`src/rtl/button_pkg.sv`:
```
// Shared definitions for the push-button input path: FSM encodings and
// 48 MHz timing defaults.
package button_pkg;

  typedef enum logic [1:0] {
    RELEASED     = 2'd0,
    PRESS_WAIT   = 2'd1,
    PRESSED      = 2'd2,
    RELEASE_WAIT = 2'd3
  } state_t;

  localparam int unsigned DEBOUNCE_10MS = 480_000;
  localparam int unsigned LONG_1S       = 48_000_000;

endpackage

```
`src/rtl/sync_2ff.sv`:
```
// Single-bit two-flop synchroniser for asynchronous pin inputs.
module sync_2ff #(
  parameter logic RESET_VAL = 1'b0
) (
  input  logic clock,
  input  logic reset,
  input  logic d,
  output logic q
);

  logic meta;

  // NOTE: sequential state uses non-blocking assignments so both flops sample
  // the pre-edge values and the chain really is two stages deep.
  always_ff @(posedge clock or posedge reset) begin
    if (reset) begin
      meta <= RESET_VAL;
      q    <= RESET_VAL;
    end else begin
      meta <= d;
      q    <= meta;
    end
  end

endmodule

```
`src/rtl/button_debouncer.sv`:
```
// Debounces a raw push-button pin into a clean level, press/release/long-press
// strobes and a wrapping press counter.
module button_debouncer
  import button_pkg::*;
#(
  parameter int unsigned DEBOUNCE_CYCLES   = DEBOUNCE_10MS,
  parameter int unsigned LONG_PRESS_CYCLES = LONG_1S,
  parameter bit          ACTIVE_LOW        = 1'b1
) (
  input  logic       clock,
  input  logic       reset,
  input  logic       btn_raw,
  output logic       pressed,
  output logic       press_pulse,
  output logic       release_pulse,
  output logic       long_press_pulse,
  output logic [7:0] press_count
);

  localparam int unsigned DW = $clog2(DEBOUNCE_CYCLES + 1);
  localparam int unsigned HW = $clog2(LONG_PRESS_CYCLES + 1);
  localparam logic [DW-1:0] DEB_LAST  = DW'(DEBOUNCE_CYCLES - 1);
  localparam logic [HW-1:0] HOLD_LAST = HW'(LONG_PRESS_CYCLES - 1);

  logic          s_in;
  logic          s;
  state_t        state;
  state_t        state_next;
  logic [DW-1:0] deb_cnt;
  logic [HW-1:0] hold_cnt;
  logic          long_done;
  logic          deb_last;
  logic          accept_press;
  logic          accept_release;
  logic          fire_long;

  assign s_in = ACTIVE_LOW ? ~btn_raw : btn_raw;

  sync_2ff #(.RESET_VAL(1'b0)) u_sync (
    .clock (clock),
    .reset (reset),
    .d     (s_in),
    .q     (s)
  );

  assign deb_last = (deb_cnt == DEB_LAST);

  always_ff @(posedge clock or posedge reset) begin
    if (reset) state <= RELEASED;
    else       state <= state_next;
  end

  // NOTE: every combinational output gets a default first, so no path through
  // the case statement can leave a value unassigned and infer a latch.
  always_comb begin
    state_next = state;
    unique case (state)
      RELEASED:     if (s) state_next = PRESS_WAIT;
      PRESS_WAIT:   if (!s) state_next = RELEASED;
                    else if (deb_last) state_next = PRESSED;
      PRESSED:      if (!s) state_next = RELEASE_WAIT;
      RELEASE_WAIT: if (s) state_next = PRESSED;
                    else if (deb_last) state_next = RELEASED;
    endcase
  end

  always_comb begin
    accept_press   = (state == PRESS_WAIT) && s && deb_last;
    accept_release = (state == RELEASE_WAIT) && !s && deb_last;
    fire_long      = (state == PRESSED) && (hold_cnt == HOLD_LAST) && !long_done;
  end

  // NOTE: every control flop is reset; there is no memory array here, so
  // nothing is exempt from the asynchronous clear.
  always_ff @(posedge clock or posedge reset) begin
    if (reset) begin
      deb_cnt          <= '0;
      hold_cnt         <= '0;
      long_done        <= 1'b0;
      pressed          <= 1'b0;
      press_pulse      <= 1'b0;
      release_pulse    <= 1'b0;
      long_press_pulse <= 1'b0;
      press_count      <= 8'd0;
    end else begin
      press_pulse      <= accept_press;
      release_pulse    <= accept_release;
      long_press_pulse <= fire_long;

      // Debounce window restarts on every state change.
      if (state_next != state)
        deb_cnt <= '0;
      else if (state == PRESS_WAIT || state == RELEASE_WAIT)
        deb_cnt <= deb_cnt + 1'b1;

      if (accept_press) begin
        pressed     <= 1'b1;
        press_count <= press_count + 8'd1;
        hold_cnt    <= '0;
        long_done   <= 1'b0;
      end else if (state == PRESSED) begin
        if (hold_cnt != HOLD_LAST) hold_cnt <= hold_cnt + 1'b1;
        if (fire_long) long_done <= 1'b1;
      end

      if (accept_release) pressed <= 1'b0;
    end
  end

endmodule

```
`config.mk`:
```
export PLATFORM = sky130hd
export DESIGN_NAME = button_debouncer
export DESIGN_NICKNAME = d
export VERILOG_FILES = /design/src/rtl/button_pkg.sv /design/src/rtl/sync_2ff.sv /design/src/rtl/button_debouncer.sv
export SDC_FILE = /design/constraint.sdc
export NUM_CORES = 1
export LEC_CHECK = 0
export CAP_MARGIN = 20
export CORE_AREA = 10 10 100 102
export DETAILED_ROUTE_END_ITERATION = 16
export DIE_AREA = 0 0 110 112
export PLACE_DENSITY = 0.66
export SYNTH_ARGS = -nofsm -noshare
export SYNTH_HDL_FRONTEND = slang
export SYNTH_SLANG_ARGS = --single-unit
```
`constraint.sdc`:
```
create_clock -name clock -period 5.05 [get_ports clock]
set_input_delay 1.01 -clock clock [delete_from_list [all_inputs] [get_ports clock]]
set_output_delay 1.01 -clock clock [all_outputs]
set_load 0.01 [all_outputs]
```
# Yosys cells after proc, flatten, opt, wreduce, memory -nomap -nowiden
# Index checks and enable logic that the tools add are counted.
[classes]
addsub = 3
n_eq_ne = 7
mux = 17
bitwise = 1
n_reduce_logical = 17
[ops]
columns = ["operator", "n"]
rows = [
  ["$mux W26", 3],
  ["$mux W19", 2],
  ["$add A26 B1 Y26 const B", 1],
  ["$eq A26 B26 Y1 const B", 1],
  ["$ne A26 B26 Y1 const B", 1],
  ["$add A19 B1 Y19 const B", 1],
  ["$eq A19 B19 Y1 const B", 1],
  ["$mux W2", 6],
  ["$reduce_bool A2 Y1", 5],
  ["$add A8 B1 Y8 const B", 1],
  ["$pmux W2 S4", 1],
  ["$logic_and A1 B1 Y1", 6],
  ["$mux W1", 5],
  ["$eq A2 B2 Y1 const B", 2],
  ["$reduce_and A2 Y1", 2],
  ["$eq A2 B1 Y1 const B", 1],
  ["$logic_not A1 Y1", 2],
  ["$logic_not A2 Y1", 1],
  ["$ne A2 B2 Y1", 1],
  ["$logic_or A1 B1 Y1", 1],
  ["$not A1 Y1", 1],
]
[word_totals]
ff_bits = 62
elab_cells = 56

# Depth between registers and ports, before layout
# Gate-level depths: netlist of run 1.
[depth]
depth_word = 6
mapped_depth = 8
mapped_depth_nobuf = 6

# Hierarchy
# From an unflattened synthesis of run 1, not the netlist that was laid out.
[unflattened]
cells_unflattened = 318
hier_area_um2 = 3129.3
[by_module_without_submodules]
columns = ["module", "n_inst", "cells_per_inst", "area_per_inst_um2", "seq_area_each_um2"]
rows = [
  ["button_debouncer", 1, 315, 3075.4, 1501.4],
  ["sync_2ff", 1, 3, 53.8, 50.0],
]

# Least setup slack after synthesis of run 1
# No wires, ideal clock.
[synth_path]
path_kind = "flip-flop to flip-flop"
startpoint = "register hold_cnt[0]"
endpoint = "register hold_cnt[12]"
setup_time_ns = 0.119
t_arrival_ns = 1.733
t_required_ns = 4.931
setup_slack_ns = 3.199
stages_incl_launch_ff = 8
cell_sequence = "dfrtp_1 > ha_1 > nand3_1 > or3_1 > buf_6 > or3b_1 > xor2_1 > nor2_2"
[synth_between]
elab_chain_len = 4
word_cells_on_any_way = 7
classes_between = "1 x add/sub; 1 x eq/ne; 3 x mux; 2 x reduce/logical"
[synth_rtl]
columns = ["element", "line_no", "text"]
rows = [
  ["from (decl)", "button_debouncer.sv:30", "logic [HW-1:0] hold_cnt;"],
  ["from (signal assigned)", "button_debouncer.sv:102", "if (hold_cnt != HOLD_LAST) hold_cnt <= hold_cnt + 1'b1;"],
  ["$add A26 B1 Y26", "button_debouncer.sv:102", ""],
  ["$mux W26", "button_debouncer.sv:102", ""],
  ["$mux W26", "button_debouncer.sv:101", "end else if (state == PRESSED) begin"],
  ["$mux W26", "button_debouncer.sv:96", "if (accept_press) begin"],
]
# Parallel ways exist; a longest one is shown, timed or not. The select of a mux whose other input is x is not followed.
# A chain may end at the register's enable or synchronous reset.

# Worst setup path after layout of run 1
[layout_path]
startpoint = "register deb_cnt[0]"
endpoint = "register press_count[2]"
[layout_between]
elab_chain_len = 2
[layout_rtl]
columns = ["element", "line_no", "text"]
rows = [
  ["from (decl)", "button_debouncer.sv:29", "logic [DW-1:0] deb_cnt;"],
  ["from (signal assigned)", "button_debouncer.sv:94", "deb_cnt <= deb_cnt + 1'b1;"],
  ["$eq A19 B19 Y1", "button_debouncer.sv:46", "assign deb_last = (deb_cnt == DEB_LAST);"],
  ["$logic_and A1 B1 Y1", "button_debouncer.sv:68", "accept_press = (state == PRESS_WAIT) && s && deb_last;"],
  ["to (signal assigned)", "button_debouncer.sv:98", "press_count <= press_count + 8'd1;"],
  ["to (decl)", "button_debouncer.sv:17", "output logic [7:0] press_count"],
]
# No other way between the ends.

==> results.toml, run 1 <==
[status]
status = "finished clean"

[power]
power.leakage_uw = 0.001475
irDropWorstVdd_mv = 0.1710
powerDensity_nw_per_um2 = 258.0

[detailed_routing]
met1_length_mm = 2.722
top_layer = "met4"
met2WireLength_mm = 2.878
routed_wl_mm = 5.917
drc_errors = 0
wire_per_inst_um = 13.42
vias_per_cell = 5.236
ant_nets = 0
drt-initial-drc-count = 103
dr_wl_met3_um = 249
drt_pre_antenna_iters = 4
routed-via-count = 2309

[setup_path]
crit_cells = 6
r2r_cells = 6
path_class = "flop to flop"
max_stage_delay_ns = 0.81
rr_startpoint = "deb_cnt[0]"
setup.worst_path.end_class = "flop"
critPathLaunch = "deb_cnt[0]"
required_ns = 5.27
cp_max_fo = 24
worst-path-buf-inv = 0
crit_family = "simple AND/OR/NAND/NOR gates"
cp-start-kind = "flop"
crit_chain = "ha_1 > nand3_1 > nor3_2 > and3b_1 > nand2_1 > xnor2_1"
slowest_stage = "and3b_1"
crit_end = "press_count[2]"
reg2reg_slack_ns = 2.50
cp.arrival_ns = 2.77
r2r-end = "press_count[2]"

[cts]
clock-sinks = 62
cts_setup_buffers = 0
cts.path.max_buffers = 2
clk_latency_ns = 0.34
ctsHoldBuffers = 0
cts_buffers = 9
clockRootBuffer = "clkbuf_8"
path_clk_slew_ns = 0.06
clock_tree.htree_level_count = 3
cts_resized = 0
cts_tree = "built"

[floorplan]
die_w_um = 110
fp.dieH_um = 112
core_um2 = 8051
rows = 33
start_util_pct = 38.82
dieArea_um2 = 12320
ios = 15

[sta]
finalHoldViolCount = 0
final.min_clock_period_ns = 2.551
setup_violations = 0
tightest_slew_ns = 0.8627
skew_ns = 0.004502
fmax_mhz = 391.9
max-slew-margin-rel_pct = 42.49
fin_crit_sh_pct = 50.52
setup_ws_ns = 2.499
rsz0062_at_grt = "false"
final_max_slew_viol_count = 0
tns_ns = 0

[grt]
grt_pass1_wl_mm = 10.29
grt_pass1_vias = 2169
overflow = 0
grt_max_degree = 45
antenna_found_initial = 0
grt_usage_pct = 10.21

[place]
io_buffers = 14
place_hpwl_mm = 4.117
gp_congestion = 0.8787
pre_cts_ws_ns = 2.495

[yosys]
yosysWarnings = 0
syn_nets = 323
ys_seq_elements = 62
synth_ff_type = "dfrtp_1"
yosysSeqAreaShare_pct = 49.64
synth_area_um2 = 3125
synth_cells = 317
avgSynthCellArea_um2 = 9.860
synth-edff-count = 0
async_reset_ff_share_pct = 100.0
ys_types = 50

[finish]
area_growth_pct = 11.89
finalNetCount = 338
nFillCells = 797
n_antenna_cell = 0
final_layout_size_suffix_gt1_share_pct = 7.440

[worst_hold_path]
hold_path_class = "flop to flop"

[run]
max_cap_violations = 0
==> power breakdown <==
part           switching, uW  leakage [uW]  internal (uW)
Clock                    176     0.0000865            202
Combinational           16.7      0.000530           5.24
Sequential              3.23      0.000858            499
==> layout make-up <==
cell class	instances	area, um2	area share, %
repair buffers	15	147.6	4.222
clock buffers	14	162.7	4.651
multi-input cells	237	1473	42.11
inverters	7	26.28	0.7513
clock inverters	1	5.005	0.1431
well taps	105	131.4	3.757
flip-flops and latches	62	1551	44.37
==> state kept, by name, indices dropped and copies added, names as in the netlist <==
register / count
deb_cnt: 19
hold_cnt: 26
long_done: 1
long_press_pulse: 1
press_count: 8
press_pulse: 1
pressed: 1
release_pulse: 1
state: 2
u_sync.meta: 1
u_sync.q: 1
==> worst min-delay path by stage <==
| stage | from | cells after the start | slack [ns] | end |
|---|---|---|---|---|
| floorplan | u_sync.meta | 0 | 0.33 | u_sync.q |
| global placement | u_sync.meta | 0 | 0.34 | u_sync.q |
| detailed placement | u_sync.meta | 0 | 0.35 | u_sync.q |
| CTS | u_sync.meta | 0 | 0.36 | u_sync.q |
| global route | u_sync.meta | 0 | 0.37 | u_sync.q |
| finish | u_sync.meta | 0 | 0.36 | u_sync.q |
==> synth_stat cells (7+ instances only) <==
| cell type | instances | share of area (%) |
|---|---|---|
| and3_1 | 9 | 1.8 |
| nand2_1 | 24 | 2.9 |
| nor2_1 | 37 | 4.4 |
| dfrtp_1 | 62 | 50 |
| nand4_1 | 15 | 3.0 |
| o21ai_0 | 13 | 2.1 |
| nand3_1 | 26 | 4.2 |
| a21oi_1 | 9 | 1.4 |
| xor2_1 | 25 | 7.0 |
| or3_1 | 9 | 1.8 |
| inv_1 | 7 | 0.84 |
| xnor2_1 | 10 | 2.8 |
==> per-stage QoR <==
stage	std cells	total power, uW	instance area [um2]	hold WS [ns]	util [%]
6_report	441	902.3	3497	0.3556	43.43
2_1_floorplan	317	527.4	3126	0.3312	-
3_5_place_dp	426	534.5	3329	0.3484	41.35
5_1_grt	441	943.8	3497	0.3671	43.43
3_3_place_gp	426	534.1	3329	0.3413	41.35
4_1_cts	441	919.1	3497	0.3640	43.43
==> per-layer routing <==
| layer | GRT usage [%] | vias up |
|---|---|---|
| met1 | 12.75 | 1111 |
| met2 | 15.42 | 33 |
| li1 | - | 1155 |
| met4 | 2.951 | 0 |
| met5 | 0 | - |
| met3 | 4.614 | 10 |
==> placed cells by master (no fill, tap or decap), drive strengths merged, types with 3 or more instances in the layout <==
cell and n:
dfrtp 62, nor2 38, nand3 27, xor2 25
nand2 24, nand4 15, o21ai 15, clkdlybuf4s50 14
clkbuf 14, xnor2 10, a21oi 10, or3 9
and3 9, inv 7, nor4 6, nor3 6
and2 4, o211ai 4, and4 3, o31ai 3
ha 3, o2111ai 3
==> kinds of logic (layout without fill, tap and decap cells) <==
kind of cell / after synthesis / in the layout / synth area share [%]
adders and majority gates: 3 / 3 / 1.201
muxes: 2 / 2 / 0.6805
xor gates and xnor gates: 35 / 35 / 9.808
DFF: 62 / 62 / 49.64
buffers and inverters: 18 / 37 / 3.242
and+or+nand+nor: 157 / 157 / 27.34
AOI/OAI and AO/OA: 40 / 40 / 8.087
No activity file was read; power rests on OpenSTA's default activity.
==> inputs of run 2 (changes only) <==
- PLACE_DENSITY: 0.66 -> 0.68
- clock period: 5.05 -> 2.3 ns (I/O delays scaled with it)
==> results.toml, run 2 (synthesis results as in run 1) <==
[status]
status = "finished clean"

[cts]
ctsHoldBuffers = 0
cts.path.max_buffers = 2
clock-sinks = 62
clockRootBuffer = "clkbuf_8"
path_clk_slew_ns = 0.07
cts_buffers = 9
cts_tree = "built"
clk_latency_ns = 0.33
cts_resized = 0
cts_setup_buffers = 0
clock_tree.htree_level_count = 3

[power]
power_frac_seq_pct = 48.8
powerDensity_nw_per_um2 = 616.9
combPwrFrac_pct = 2.3
power.leakage_uw = 0.001561
swShare_pct = 21.20
p_clk_share_pct = 48.8
p_int_uw = 1780
net-switching-power_uw = 479.0
irDropWorstVdd_mv = 0.3153

[sta]
tns_ns = 0
final_max_slew_viol_count = 0
rsz0062_at_grt = "false"
fmax_mhz = 477.4
max-slew-margin-rel_pct = 59.52
setup_violations = 0
final.min_clock_period_ns = 2.095
fin_crit_sh_pct = 91.07
tightest_slew_ns = 0.6017
skew_ns = 0.01135
finalHoldViolCount = 0

[setup_path]
cp-start-kind = "flop"
cp_max_fo = 10
path_class = "flop to flop"
rr_startpoint = "hold_cnt[0]"
r2r-end = "hold_cnt[5]"
setup.worst_path.end_class = "flop"
reg2reg_slack_ns = 0.21
r2r_cells = 7
cp.arrival_ns = 2.33
required_ns = 2.53

[finish]
n_antenna_cell = 0
final_cell_mix = "62 x dfrtp_1, 37 x nor2_1, 26 x nand3_1"
final_layout_size_suffix_gt1_share_pct = 11.24
top_regs = "hold_cnt: 26 flops, deb_cnt: 19 flops, press_count: 8 flops"
design_area_um2 = 3662
finalNetCount = 348
final_common_cell = "dfrtp_1"
utilization_pct = 45.49
largest_register_ff_count = 26
multiInputGateArea_um2 = 1473
area_growth_pct = 17.17
seq_area_um2 = 1551
top_register = "hold_cnt"
nFillCells = 783

[grt]
grt_usage_pct = 10.70
grt_pass1_vias = 2439
grt_max_degree = 47
grt_pass1_wl_mm = 11.02
antenna_found_initial = 0
overflow = 0

[place]
place_hpwl_mm = 4.386
gp_congestion = 0.8294
io_buffers = 14
dpl_cell_area_um2 = 3430

[detailed_routing]
drt-initial-drc-count = 91
drc_errors = 0
routed_wl_mm = 6.326
routed-via-count = 2374
ant_nets = 0
vias_per_cell = 5.252
drt_pre_antenna_iters = 4
wire_per_inst_um = 14.00

[worst_hold_path]
whs_endpoint = "u_sync.q"
whs_path_depth = 0
min-delay-start = "u_sync.meta"
hold_path_class = "flop to flop"

[floorplan]
rows = 33
dieArea_um2 = 12320
ios = 15
start_util_pct = 38.82
core_um2 = 8051
fp.dieH_um = 112
die_w_um = 110

[run]
max_cap_violations = 0
-- run 2: cell types whose count changed in the layout (fill, tap and decap cells not counted) --
cell and delta:
bufinv_16 +2, buf_12 +2, clkinv_4 +1, clkbuf_1 -3
clkinvlp_4 +1, buf_4 +8
-- run 2: worst max path at each step --
stage / slack, ns / end / start
2_1_floorplan: 0.30 / deb_cnt[0] / reset
5_1_grt: 0.02 / hold_cnt[5] / hold_cnt[0]
3_3_place_gp: 0.36 / hold_cnt[5] / hold_cnt[0]
6_report: 0.21 / hold_cnt[5] / hold_cnt[0]
3_5_place_dp: 0.23 / hold_cnt[5] / hold_cnt[0]
4_1_cts: 0.20 / hold_cnt[5] / hold_cnt[0]
-- run 2: worst max-delay path, cell delays in order, from the launching register on --
cell	delay (ns)
dfrtp_1	0.40
ha_1	0.21
nand3_1	0.16
or3_1	0.49
o21ai_1	0.31
buf_4	0.22
o211ai_1	0.11
o31ai_1	0.10
-- run 2: stage by stage --
step	setup slack, ns	power [uW]	hold WS [ns]	std cells
after floorplan	0.2986	1158	0.3312	317
after global placement	0.3603	1178	0.3422	436
after detailed placement	0.2311	1180	0.3426	436
after CTS	0.2050	2285	0.3633	452
after global routing	0.01861	2328	0.3710	452
final	0.2053	2259	0.3575	452
-- run 2: area by class of cell --
cell class | instances | share of cell area (%)
sequential | 62 | 42.36
multi-input combinational | 237 | 40.21
tap | 105 | 3.587
timing repair buffer | 25 | 6.765
clock inverter | 5 | 2.221
inverter | 7 | 0.7175
clock buffer | 11 | 4.134
-- run 2: power groups by stage --
stage / combinational [uW] / clock [uW] / sequential (uW)
detailed placement: 56.0 / 0 / 1120
global placement: 54.6 / 0 / 1120
CTS: 55.7 / 1130 / 1100
global route: 61.4 / 1160 / 1100
floorplan: 37.6 / 0 / 1120
finish: 52.9 / 1100 / 1100
-- run 2: routing by layer --
metal  global-route usage (%)  wire length (um)  vias to the layer above
met4                    3.733                70                        0
met3                    2.941               191                        8
met5                        0                 0                        -
met1                    13.30              2943                     1161
met2                    17.24              3120                       27
li1                         -                 -                     1178
